`src/rtl/distance_text_pkg.sv`:
```
// Shared types and constants for the distance text line sequencer.
package distance_text_pkg;

  typedef enum logic [1:0] {
    ST_IDLE,
    ST_CONV,
    ST_WAIT_VB,
    ST_WRITE
  } state_e;

  localparam logic [7:0] ASCII_SPACE = 8'h20;
  localparam logic [7:0] ASCII_DASH  = 8'h2D;
  localparam logic [7:0] ASCII_0     = 8'h30;
  localparam logic [7:0] ASCII_D     = 8'h44;
  localparam logic [7:0] ASCII_I     = 8'h49;
  localparam logic [7:0] ASCII_S     = 8'h53;
  localparam logic [7:0] ASCII_T     = 8'h54;
  localparam logic [7:0] ASCII_COLON = 8'h3A;
  localparam logic [7:0] ASCII_C     = 8'h43;
  localparam logic [7:0] ASCII_M     = 8'h4D;

  localparam int unsigned DIGIT_COL0 = 6;
  localparam int unsigned LINE_LEN   = 16;
  localparam int unsigned NUM_DIGITS = 5;
  localparam int unsigned BCD_W      = 4 * NUM_DIGITS;

endpackage

```
`src/rtl/bin2bcd_seq.sv`:
```
// Serial double-dabble converter: one input bit per cycle, DIST_W cycles after start.
module bin2bcd_seq
  import distance_text_pkg::*;
#(
  parameter int unsigned DIST_W = 16
) (
  input  logic              clk,
  input  logic              rst_n,
  input  logic              start,
  input  logic [DIST_W-1:0] din,
  output logic              done,
  output logic [BCD_W-1:0]  bcd
);

  localparam int unsigned CNT_W = $clog2(DIST_W + 1);

  logic [DIST_W-1:0] sh_q, sh_d;
  logic [BCD_W-1:0]  bcd_q, bcd_d;
  logic [CNT_W-1:0]  cnt_q, cnt_d;
  logic              run_q, run_d;
  logic [BCD_W-1:0]  adj;

  always_comb begin
    sh_d  = sh_q;
    bcd_d = bcd_q;
    cnt_d = cnt_q;
    run_d = run_q;
    adj   = bcd_q;
    for (int unsigned i = 0; i < NUM_DIGITS; i++) begin
      if (adj[4*i +: 4] >= 4'd5) adj[4*i +: 4] = adj[4*i +: 4] + 4'd3;
    end
    done = run_q && (cnt_q == CNT_W'(DIST_W - 1));

    if (start) begin
      sh_d  = din;
      bcd_d = '0;
      cnt_d = '0;
      run_d = 1'b1;
    end else if (run_q) begin
      bcd_d = {adj[BCD_W-2:0], sh_q[DIST_W-1]};
      sh_d  = sh_q << 1;
      cnt_d = cnt_q + 1'b1;
      if (done) run_d = 1'b0;
    end
  end

  always_ff @(posedge clk or negedge rst_n) begin
    if (!rst_n) begin
      sh_q  <= '0;
      bcd_q <= '0;
      cnt_q <= '0;
      run_q <= 1'b0;
    end else begin
      sh_q  <= sh_d;
      bcd_q <= bcd_d;
      cnt_q <= cnt_d;
      run_q <= run_d;
    end
  end

  assign bcd = bcd_q;

endmodule

```
`src/rtl/distance_text_ctrl.sv`:
```
// Converts a distance sample to "DIST: nnnnn CM  " and writes it to the char buffer during vblank.
module distance_text_ctrl
  import distance_text_pkg::*;
#(
  parameter int unsigned DIST_W = 16,
  parameter int unsigned MAX_CM = 400,
  parameter int unsigned ROW    = 0
) (
  input  logic              pclk,
  input  logic              rst_n,
  input  logic [DIST_W-1:0] dist_in,
  input  logic              dist_valid,
  output logic              dist_ready,
  input  logic              vblnk_in,
  output logic              wr_en,
  output logic [6:0]        wr_addr,
  output logic [7:0]        wr_data,
  output logic              busy
);

  localparam logic [1:0] ROW_B = 2'(ROW);

  state_e             state_q, state_d;
  logic [3:0]         col_q, col_d;
  logic               over_q, over_d;
  logic               ready_q, ready_d;
  logic               busy_q, busy_d;
  logic               wr_en_q, wr_en_d;
  logic [6:0]         wr_addr_q, wr_addr_d;
  logic [7:0]         wr_data_q, wr_data_d;
  logic               accept, emit, conv_done;
  logic [BCD_W-1:0]   bcd;

  function automatic logic [7:0] line_char(input logic [3:0] col,
                                           input logic [BCD_W-1:0] val,
                                           input logic ovr);
    int unsigned      di;
    logic [BCD_W-1:0] upper;
    logic [3:0]       dig;
    line_char = ASCII_SPACE;
    di        = 32'(col) - DIGIT_COL0;
    case (col)
      4'd0:  line_char = ASCII_D;
      4'd1:  line_char = ASCII_I;
      4'd2:  line_char = ASCII_S;
      4'd3:  line_char = ASCII_T;
      4'd4:  line_char = ASCII_COLON;
      4'd12: line_char = ASCII_C;
      4'd13: line_char = ASCII_M;
      default: begin
        if (col >= 4'(DIGIT_COL0) && col < 4'(DIGIT_COL0 + NUM_DIGITS)) begin
          dig   = val[4*(NUM_DIGITS-1-di) +: 4];
          // this digit and all more-significant ones zero => leading zero (last digit always shown)
          upper = val >> (4*(NUM_DIGITS-1-di));
          if (ovr)                                   line_char = ASCII_DASH;
          else if (upper == '0 && di < NUM_DIGITS-1) line_char = ASCII_SPACE;
          else                                       line_char = ASCII_0 + {4'b0, dig};
        end
      end
    endcase
  endfunction

  assign accept = dist_valid && ready_q && (state_q == ST_IDLE);

  bin2bcd_seq #(.DIST_W(DIST_W)) u_bin2bcd (
    .clk   (pclk),
    .rst_n (rst_n),
    .start (accept),
    .din   (dist_in),
    .done  (conv_done),
    .bcd   (bcd)
  );

  always_comb begin
    state_d   = state_q;
    col_d     = col_q;
    over_d    = over_q;
    wr_en_d   = 1'b0;
    wr_addr_d = wr_addr_q;
    wr_data_d = wr_data_q;
    emit      = 1'b0;

    case (state_q)
      ST_IDLE: if (accept) begin
        over_d  = 32'(dist_in) > MAX_CM;
        col_d   = '0;
        state_d = ST_CONV;
      end
      ST_CONV:    if (conv_done) state_d = ST_WAIT_VB;
      ST_WAIT_VB: if (vblnk_in) begin
        emit    = 1'b1;
        state_d = ST_WRITE;
      end
      ST_WRITE: if (vblnk_in) begin
        emit = 1'b1;
        if (col_q == 4'(LINE_LEN - 1)) state_d = ST_IDLE;
      end
      default: state_d = ST_IDLE;
    endcase

    // col_q is the next column to emit; the write leaving WAIT_VB is column 0
    if (emit) begin
      wr_en_d   = 1'b1;
      wr_addr_d = {1'b0, ROW_B, col_q};
      wr_data_d = line_char(col_q, bcd, over_q);
      col_d     = col_q + 1'b1;
    end

    // busy spans one extra cycle after leaving WRITE so it covers the last registered write
    busy_d  = (state_d != ST_IDLE) || (state_q != ST_IDLE);
    ready_d = !busy_d;
  end

  always_ff @(posedge pclk or negedge rst_n) begin
    if (!rst_n) begin
      state_q   <= ST_IDLE;
      col_q     <= '0;
      over_q    <= 1'b0;
      ready_q   <= 1'b1;
      busy_q    <= 1'b0;
      wr_en_q   <= 1'b0;
      wr_addr_q <= '0;
      wr_data_q <= ASCII_SPACE;
    end else begin
      state_q   <= state_d;
      col_q     <= col_d;
      over_q    <= over_d;
      ready_q   <= ready_d;
      busy_q    <= busy_d;
      wr_en_q   <= wr_en_d;
      wr_addr_q <= wr_addr_d;
      wr_data_q <= wr_data_d;
    end
  end

  assign dist_ready = ready_q;
  assign busy       = busy_q;
  assign wr_en      = wr_en_q;
  assign wr_addr    = wr_addr_q;
  assign wr_data    = wr_data_q;

endmodule

```
`config.mk`:
```
export PLATFORM = sky130hd
export DESIGN_NAME = distance_text_ctrl
export DESIGN_NICKNAME = d
export VERILOG_FILES = /design/src/rtl/distance_text_pkg.sv /design/src/rtl/bin2bcd_seq.sv /design/src/rtl/distance_text_ctrl.sv
export SDC_FILE = /design/constraint.sdc
export NUM_CORES = 1
export LEC_CHECK = 0
export BUFFER_PORTS_ARGS = -buffer_cell sky130_fd_sc_hd__clkbuf_2
export CAP_MARGIN = 30
export CORE_MARGIN = 4
export CORE_UTILIZATION = 54
export DETAILED_ROUTE_END_ITERATION = 10
export GPL_ROUTABILITY_DRIVEN = 0
export PLACE_DENSITY = 0.76
export SLEW_MARGIN = 10
export SYNTH_ARGS = -nofsm -noshare
export SYNTH_HDL_FRONTEND = slang
export SYNTH_SLANG_ARGS = --single-unit
```
`constraint.sdc`:
```
create_clock -name pclk -period 2.3 [get_ports pclk]
set_clock_uncertainty 0.05 [all_clocks]
set_input_delay 0.23 -clock pclk [delete_from_list [all_inputs] [get_ports pclk]]
set_output_delay 0.23 -clock pclk [all_outputs]
set_load 0.02 [all_outputs]
```
==> results of run 1 <==
[worst max-delay path: cells and delay by family, from the launching register on]
kind / cells / cell delay, ns
AOI/OAI and AO/OA: 2 / 0.36
adders and majority gates: 1 / 0.38
buffers and inverters: 1 / 0.15
DFF: 1 / 0.44
and+or+nand+nor: 3 / 0.70
[stage by stage]
step	cells	power, mW	hold slack [ns]	setup WS [ns]
detailed placement	519	3.046	0.2126	0.01003
finish	540	4.362	0.04578	0.1274
CTS	536	4.184	0.03349	0.01586
global route	540	4.645	0.05539	-0.02030
global placement	519	2.996	0.2089	0.1087
floorplan	403	2.661	-0.1156	0.1625
[kinds of logic after synthesis]
| logic type | Yosys count | synth area share (%) |
|---|---|---|
| AOI/OAI and AO/OA | 100 | 16.98 |
| xor gates and xnor gates | 9 | 2.085 |
| adders and majority gates | 20 | 6.618 |
| buffers and inverters | 48 | 6.022 |
| DFF | 63 | 41.76 |
| muxes | 35 | 10.69 |
| other | 1 | 0.09918 |
| and+or+nand+nor | 124 | 15.75 |
[flip-flops by register name, indices dropped and copies added, names as in the netlist]
| name | cells |
|---|---|
| over_q | 1 |
| state_q | 2 |
| busy | 1 |
| u_bin2bcd.sh_q | 16 |
| u_bin2bcd.cnt_q | 5 |
| u_bin2bcd.bcd | 20 |
| wr_data | 7 |
| dist_ready | 1 |
| col_q | 4 |
| wr_addr | 4 |
| u_bin2bcd.run_q | 1 |
| wr_en | 1 |
[power by group through the flow]
| stage | sequential [mW] | combinational, mW | clock [mW] |
|---|---|---|---|
| 6_report | 1.37 | 1.88 | 1.11 |
| 5_1_grt | 1.39 | 2.06 | 1.19 |
| 4_1_cts | 1.37 | 1.67 | 1.14 |
| 3_5_place_dp | 1.39 | 1.65 | 0 |
| 3_3_place_gp | 1.38 | 1.61 | 0 |
| 2_1_floorplan | 1.48 | 1.18 | 0 |
[final timing paths]
kind	to	from	slack (ns)	cells after the start
worst max-delay path	wr_data[2]	col_q[1]	0.13	7
worst min-delay path	u_bin2bcd.sh_q[11]	dist_in[11]	0.05	3
worst max register to register	wr_data[2]	col_q[1]	0.13	7
worst min register to register	wr_addr[3]	wr_addr[3]	0.44	2
max in group asynchronous	u_bin2bcd.bcd[3]	rst_n	1.03	3
min in group asynchronous	wr_en	rst_n	0.36	2
[layer usage]
metal  vias up  track usage, %
met3        11           4.020
li1       1484               -
met4         0           8.668
met2        71           30.37
met1      1456           26.78
met5         -               0
[cell usage in the layout, fill, tap and decap left out, drive strengths merged, types with 8 or more instances in the layout]
cell type and instances:
nand3 8, a21oi 20, clkbuf 43, dfrtp 61, o21ai 41, ha 20
nand2 44, a211oi 14, inv 25, mux2i 31, nor4 9, nor2 38
buf 15
[cells in the mapped netlist, types with 2 or more instances]
cell type   n  area share, %
o21ai_0    36            4.8
xor2_1      3           0.70
nor4_1      9            1.5
a211oi_1   13            2.6
inv_1      23            2.3
a21o_1      2           0.40
xnor2_1     6            1.4
nor2_1     37            3.7
o211ai_1    4           0.79
o21ai_1     5           0.66
buf_6       3           0.89
ha_1       20            6.6
a21boi_1    4           0.79
o31ai_1     2           0.40
dfrtp_1    61             40
o211ai_2    2           0.66
buf_2       5           0.66
nand2_1    44            4.4
clkbuf_1   11            1.1
nor3b_1     4           0.79
mux2i_1    31            8.2
mux4_2      3            1.8
a21oi_1    20            2.6
nand3_1     8            1.1
dfstp_2     2            1.4
nand4_1     2           0.33
buf_4       5           0.99
and3_1      2           0.33
nand2b_1    5           0.83
nor3_1      2           0.26
[timing repair]
| item | 4_1_cts | 5_1_grt |
|---|---|---|
| setup buffers | 0 | 4 |
| pin swaps | 0 | 9 |
| gates resized for setup | 1 | 15 |
| endpoints found under the hold margin | 20 | 0 |
| gates cloned | 0 | 0 |
| endpoints found under the setup margin | 2 | 4 |
| hold buffers | 1 | 0 |
[layout make-up]
class	instances	area, µm²
Tap cell	96	120.1
Multi-Input combinational cell	292	2063
Clock buffer	10	137.6
Inverter	24	90.09
Fill cell	550	2396
Timing Repair Buffer	49	312.8
Sequential cell	63	1582
Clock inverter	6	92.59
==> impl_metrics.env, run 1 <==
export IMPL_synth_edf_count=0
export IMPL_end_kind="flip-flop"
export IMPL_dr_pass1_iters=5
export IMPL_drt_iter0_markers=205
export IMPL_synthFlopType="dfrtp_1"
export IMPL_cts_tree="yes"
export IMPL_synth_distinct_cells=56
export IMPL_die_width_um=91.68
export IMPL_place_area_um2=4055
export IMPL_die_h_um=91.68
export IMPL_clock_path_buffers=2
export IMPL_swShare_pct=37.81
export IMPL_worst_pin_slew_ns=0.6597
export IMPL_required_ns=2.51
export IMPL_antenna_found_initial=0
export IMPL_stdcell_area_um2=4398
export IMPL_ir_drop_uv=529.1
export IMPL_drt_met1_wl_mm=3.596
export IMPL_vias=3022
export IMPL_drv_cap=0
export IMPL_wirelength_mm=7.729
export IMPL_area_growth_pct=16.31
export IMPL_ys_ff_latch=63
export IMPL_postSynthCellCount=400
export IMPL_slowest_stage="or4b_4"
export IMPL_min_period_ns=2.173
export IMPL_path_class="reg -> reg"
export IMPL_setup_worst_path_start_class="flip-flop"
export IMPL_netlist_area_um2=3781
export IMPL_core_area_um2=6794
export IMPL_port_buffers=33
export IMPL_io_pin_count=38
export IMPL_wl_per_cell_um=14.31
export IMPL_final_period_utilization_pct=94.46
export IMPL_grt_max_degree=62
export IMPL_hold_viol_final=0
export IMPL_synth_warnings=0
export IMPL_grt_first_pass_wirelength_mm=13.41
export IMPL_drc=0
export IMPL_numCtsBuffers=9
export IMPL_rows=30
export IMPL_crit_chain="buf_4, ha_2, nor2_2, or4b_4, a21boi_2, nor4_2, a211oi_1"
export IMPL_hpwl_mm=5.504
export IMPL_maxSlewViolCount=0
export IMPL_nNetsFinal=479
export IMPL_clockPowerShare_pct=25.5
export IMPL_die_area_um2=8405
export IMPL_grt_pass1_vias=2906
export IMPL_grt_usage_pct=19.67
export IMPL_clk_latency_ns=0.35
export IMPL_combPwrFrac_pct=43.1
export IMPL_seqPwrFrac_pct=31.4
export IMPL_cts_root_buffer="clkbuf_8"
export IMPL_detail_route_antenna_nets=0
export IMPL_async_reset_ff_share_pct=100.0
export IMPL_route_met2_wl_mm=3.673
export IMPL_crit_fanout=8
export IMPL_netSwitchingPower_mw=1.649
export IMPL_start_util_pct=55.65
export IMPL_tns_ns=0
export IMPL_min_path_type="in -> reg"
export IMPL_final_core_util_pct=64.73
export IMPL_power_density_nw_per_um2=991.9
export IMPL_status="complete, no violations"
export IMPL_htree_levels=3
export IMPL_leakagePower_nw=1.922
export IMPL_drive_gt1_share_pct=21.62
export IMPL_clk_pin_slew_ns=0.07
export IMPL_setup_viol=0
export IMPL_dr_max_layer_used="met4"
export IMPL_worstPathArrival_ns=2.38
export IMPL_grt_overflow_total=0
export IMPL_max_stage_delay_ns=0.57
export IMPL_wl_met3_um=326
export IMPL_intPower_mw=2.713
export IMPL_syn_mean_instance_area_um2=9.453
export IMPL_cts_sinks=63
export IMPL_drt_vias_per_instance=5.596
export IMPL_timing_fmax_mhz=460.3
export IMPL_diodes=0
export IMPL_relSlewSlack_pct=56.02
export IMPL_ys_seq_area_share_pct=41.76
(Power assumes the default switching activity.)
==> inputs of run 2 (changes only) <==
Settings changed: PLACE_DENSITY 0.76 to unset, PLACE_DENSITY_LB_ADDON set to 0.05.
==> run 2 against run 1 <==
Effect of this change:
- routed wire length is 0.54% lower
- design area down 1.6%
- core utilization down 1.0 points
- clock power down 4%
- cell count fell by 0.19%
- largest cell class unchanged
- setup slack worse by 0.079 ns
- sequential share of layout area increased by 0.58 points
- non-clock buffer count shrank 1
- critical path type unchanged
- power shrank 4.2%
==> impl_metrics.env, run 2 (synthesis results as in run 1) <==
export IMPL_status="complete, no violations"
export IMPL_path_class="reg -> reg"
export IMPL_antenna_found_initial=0
export IMPL_layout_cells_non_filler=539
export IMPL_htree_levels=3
export IMPL_grt_first_pass_wirelength_mm=13.12
export IMPL_min_path_type="in -> reg"
export IMPL_drt_vias_per_instance=5.518
export IMPL_maxSlewViolCount=0
export IMPL_most_common_layout_cells="dfrtp_1, nand2_1, nor2_1"
export IMPL_timing_fmax_mhz=444.2
export IMPL_drv_cap=0
export IMPL_clock_path_buffers=2
export IMPL_clk_latency_ns=0.34
export IMPL_cts_sinks=63
export IMPL_numCtsBuffers=9
export IMPL_setup_viol=0
export IMPL_hpwl_mm=5.400
export IMPL_multiInputGateArea_um2=2021
export IMPL_drt_iter0_markers=98
export IMPL_placed_cells=522
export IMPL_wl_per_cell_um=14.26
export IMPL_worst_pin_slew_ns=0.8460
export IMPL_grt_overflow_total=0
export IMPL_wirelength_mm=7.687
export IMPL_place_area_um2=4065
export IMPL_diodes=0
export IMPL_nNetsFinal=478
export IMPL_rsz0062_at_grt="true"
export IMPL_drc=0
export IMPL_relSlewSlack_pct=43.60
export IMPL_area_growth_pct=14.46
export IMPL_detail_route_antenna_nets=0
export IMPL_power_density_nw_per_um2=965.9
export IMPL_hold_viol_final=0
export IMPL_port_buffers=33
export IMPL_fill_cells=590
export IMPL_leakagePower_nw=1.910
export IMPL_cts_tree="yes"
export IMPL_final_common_cell="dfrtp_1"
export IMPL_start_util_pct=55.65
export IMPL_reg2reg_depth=7
export IMPL_final_period_utilization_pct=97.88
export IMPL_die_area_um2=8405
export IMPL_io_pin_count=38
export IMPL_grt_max_degree=55
export IMPL_vias=2974
export IMPL_grt_pass1_vias=2886
export IMPL_die_width_um=91.68
export IMPL_post_cts_setup_buffers=0
export IMPL_regArea_um2=1582
export IMPL_clk_pin_slew_ns=0.07
export IMPL_setup_worst_path_start_class="flip-flop"
export IMPL_hold_depth=3
export IMPL_holdWs_ns=0.05807
export IMPL_die_h_um=91.68
export IMPL_core_area_um2=6794
export IMPL_stdcell_area_um2=4328
export IMPL_largest_reg_flops=20
export IMPL_rows=30
export IMPL_crit_fanout=6
export IMPL_min_period_ns=2.251
export IMPL_ir_drop_uv=409.5
export IMPL_cts_root_buffer="clkbuf_8"
export IMPL_tns_ns=0
export IMPL_drive_gt1_share_pct=19.86
export IMPL_grt_usage_pct=19.13
export IMPL_dr_pass1_iters=4
export IMPL_end_kind="flip-flop"
export IMPL_worstPathArrival_ns=2.44
export IMPL_required_ns=2.49
-- run 2: critical path, cell delays in order (launching register included) --
cell and delay (ns):
dfrtp_1 0.42, buf_4 0.17, ha_1 0.29, nor4_2 0.38
o31ai_2 0.15, o31ai_4 0.34, nor4_1 0.12, a211oi_1 0.23
-- run 2: per-layer routing --
layer  share of wire, %  vias up  global-route usage [%]
met5                  0        -                       0
met1                 46     1416                   24.11
met3                3.0       19                   2.625
met2                 48       59                   32.08
li1                   -     1480                       -
met4                2.9        0                   9.673
-- run 2: area by class of cell --
| cell class | count | share of cell area [%] |
|---|---|---|
| Tap cell | 96 | 2.775 |
| Sequential cell | 63 | 36.54 |
| Inverter | 24 | 2.082 |
| Timing Repair Buffer | 48 | 6.765 |
| Clock buffer | 11 | 3.267 |
| Multi-Input combinational cell | 292 | 46.69 |
| Clock inverter | 5 | 1.879 |
-- run 2: repair_timing --
item                                    4_1_cts  5_1_grt
endpoints found under the setup margin        0        4
hold buffers                                  1        0
endpoints found under the hold margin        27        0
gates resized for setup                       0        8
-- run 2: path summary, 6_finish.rpt --
check / start / endpoint / slack [ns]
setup / recovery: col_q[0] / wr_data[2] / 0.05
hold / removal: dist_in[11] / u_bin2bcd.sh_q[11] / 0.06
setup reg to reg: col_q[0] / wr_data[2] / 0.05
hold reg to reg: wr_addr[2] / wr_addr[2] / 0.43
max in group asynchronous: rst_n / u_bin2bcd.bcd[1] / 1.03
min in group asynchronous: rst_n / u_bin2bcd.bcd[18] / 0.48
-- run 2: per-stage QoR --
stage               setup slack [ns]  util, %  total power, mW
finish                       0.04875    63.70            4.181
global route                -0.09265    63.70            4.468
global placement              0.1273    59.83            3.021
floorplan                     0.1625        -            2.661
CTS                          0.02261    63.26            4.145
detailed placement           0.04937    59.83            3.049
-- run 2: power by group --
group / total [mW] / leakage [nW] / internal, mW / switching [mW]
clock: 1.07 / 0.110 / 0.640 / 0.430
sequential: 1.37 / 0.798 / 1.26 / 0.116
combinational: 1.74 / 1.00 / 0.729 / 1.01
total: 4.18 / 1.91 / 2.63 / 1.56
==> inputs of run 3 (changes only) <==
Settings changed: CORE_UTILIZATION 54 to 55, RECOVER_POWER set to 100.
Clock period 2.3 ns to 2.6 ns, I/O delays scaled along.
==> run 3 against run 2 <==
Effect of this change:
- critical path depth shrank 1
- fmax decreased by 1.8%
- routed wire length down 3.1%
- cell count decreased by 4.5%
- die area fell by 1.7%
- sequential cell count unchanged
- setup slack better by 0.26 ns
- combinational power is 23% lower
- global-route usage up 0.17 points
- first-iteration DRC count rose by 38%
- sequential power fell by 11%
- count of clock-buffer cells in the layout decreased by 2
==> impl_metrics.env, run 3 (synthesis results as in run 1) <==
export IMPL_status="complete, no violations"
export IMPL_start_util_pct=58.22
export IMPL_detail_route_antenna_nets=0
export IMPL_grt_pass1_vias=2879
export IMPL_min_period_ns=2.292
export IMPL_pre_cts_ws_ns=0.3202
export IMPL_ir_drop_uv=297.1
export IMPL_cts_tree="yes"
export IMPL_post_cts_resize_count=0
export IMPL_port_buffers=33
export IMPL_stdcell_area_um2=4130
export IMPL_cp_num_buf_inv=1
export IMPL_largest_reg_flops=20
export IMPL_setup_worst_path_start_class="flip-flop"
export IMPL_leakagePower_nw=1.783
export IMPL_relSlewSlack_pct=31.78
export IMPL_wirelength_mm=7.450
export IMPL_slowest_stage="or4b_4"
export IMPL_drive_gt1_share_pct=12.56
export IMPL_antenna_found_initial=0
export IMPL_hold_viol_final=0
export IMPL_cts_sinks=63
export IMPL_crit_family="simple AND/OR/NAND/NOR gates"
export IMPL_rows=29
export IMPL_dr_pass1_iters=4
export IMPL_die_width_um=90.92
export IMPL_clk_latency_ns=0.33
export IMPL_grt_overflow_total=0
export IMPL_clock_path_buffers=2
export IMPL_numCtsBuffers=9
export IMPL_timing_fmax_mhz=436.3
export IMPL_max_stage_delay_ns=0.58
export IMPL_min_path_type="in -> reg"
export IMPL_hpwl_mm=5.538
export IMPL_final_common_cell="dfrtp_1"
export IMPL_setup_viol=0
export IMPL_drt_vias_per_instance=5.654
export IMPL_htree_levels=3
export IMPL_die_h_um=90.92
export IMPL_crit_chain="inv_1, ha_1, or4b_4, a21boi_1, nor4_1, a211oi_1"
export IMPL_io_pin_count=38
export IMPL_final_period_utilization_pct=88.15
export IMPL_grt_first_pass_wirelength_mm=13.08
export IMPL_maxSlewViolCount=0
export IMPL_cts_root_buffer="clkbuf_8"
export IMPL_crit_fanout=12
export IMPL_wl_per_cell_um=14.47
export IMPL_end_kind="flip-flop"
export IMPL_grt_usage_pct=19.30
export IMPL_most_common_layout_cells="dfrtp_1, nand2_1, o21ai_0"
export IMPL_tns_ns=0
export IMPL_worst_pin_slew_ns=1.023
export IMPL_core_area_um2=6495
export IMPL_diodes=0
export IMPL_holdWs_ns=0.09299
export IMPL_fill_cells=590
export IMPL_clk_pin_slew_ns=0.08
export IMPL_path_class="reg -> reg"
export IMPL_drt_iter0_markers=135
export IMPL_required_ns=2.79
export IMPL_die_area_um2=8266
export IMPL_area_growth_pct=9.232
export IMPL_place_area_um2=4004
export IMPL_drv_cap=0
export IMPL_vias=2912
export IMPL_power_density_nw_per_um2=800.3
export IMPL_drc=0
export IMPL_rsz0062_at_grt="false"
export IMPL_nNetsFinal=473
export IMPL_grt_max_degree=36
export IMPL_setup_ws_ns=0.3082
export IMPL_final_core_util_pct=63.59
export IMPL_worstPathArrival_ns=2.48
-- run 3: cell types whose count changed in the layout (fill, tap and decap cells not counted), sizes merged --
cell,change
bufinv,-2
clkinvlp,+3
buf,-9
inv,+1
clkbuf,+2
-- run 3: layout make-up --
class	instances	area, µm²	area share [%]
tap	77	96.34	2.333
sequential	63	1580	38.26
clock inverter	7	48.80	1.181
multi-input combinational	292	1966	47.59
timing repair buffer	43	225.2	5.453
clock buffer	9	123.9	2.999
inverter	24	90.09	2.181
-- run 3: worst reg2reg max path: stages, from the launching register on --
cell and delay (ns):
dfrtp_1 0.57, inv_1 0.15, ha_1 0.40, or4b_4 0.58, a21boi_1 0.16, nor4_1 0.07, a211oi_1 0.22
-- run 3: final timing paths --
check,startpoint,endpoint,slack (ns),depth (start not counted)
max,col_q[3],wr_data[3],0.31,6
min,dist_in[5],u_bin2bcd.sh_q[5],0.09,3
max reg2reg,col_q[3],wr_data[3],0.31,6
min reg2reg,wr_addr[3],wr_addr[3],0.44,2
max in group asynchronous,rst_n,u_bin2bcd.sh_q[13],0.71,3
min in group asynchronous,rst_n,wr_data[3],0.57,2
-- run 3: where the power goes --
part	switching (mW)	internal, mW
clock	0.403	0.345
combinational	0.807	0.533
sequential	0.109	1.11
-- run 3: what timing repair did --
| item | in CTS | in global routing |
|---|---|---|
| buffers inserted | 0 | 0 |
| endpoints found under the hold margin | 16 | 0 |
| hold buffers | 1 | 0 |
-- run 3: stage by stage --
| stage | std cells | power, mW |
|---|---|---|
| floorplan | 403 | 2.354 |
| global placement | 498 | 2.607 |
| detailed placement | 498 | 2.635 |
| CTS | 515 | 3.393 |
| global route | 515 | 3.559 |
| finish | 515 | 3.305 |
-- run 3: routing by layer --
| metal | wire [µm] | vias up | track usage [%] |
|---|---|---|---|
| met5 | 0 | - | 0 |
| li1 | - | 1474 | - |
| met3 | 345 | 11 | 4.000 |
| met1 | 3520 | 1361 | 25.94 |
| met4 | 104 | 0 | 7.789 |
| met2 | 3480 | 66 | 30.70 |
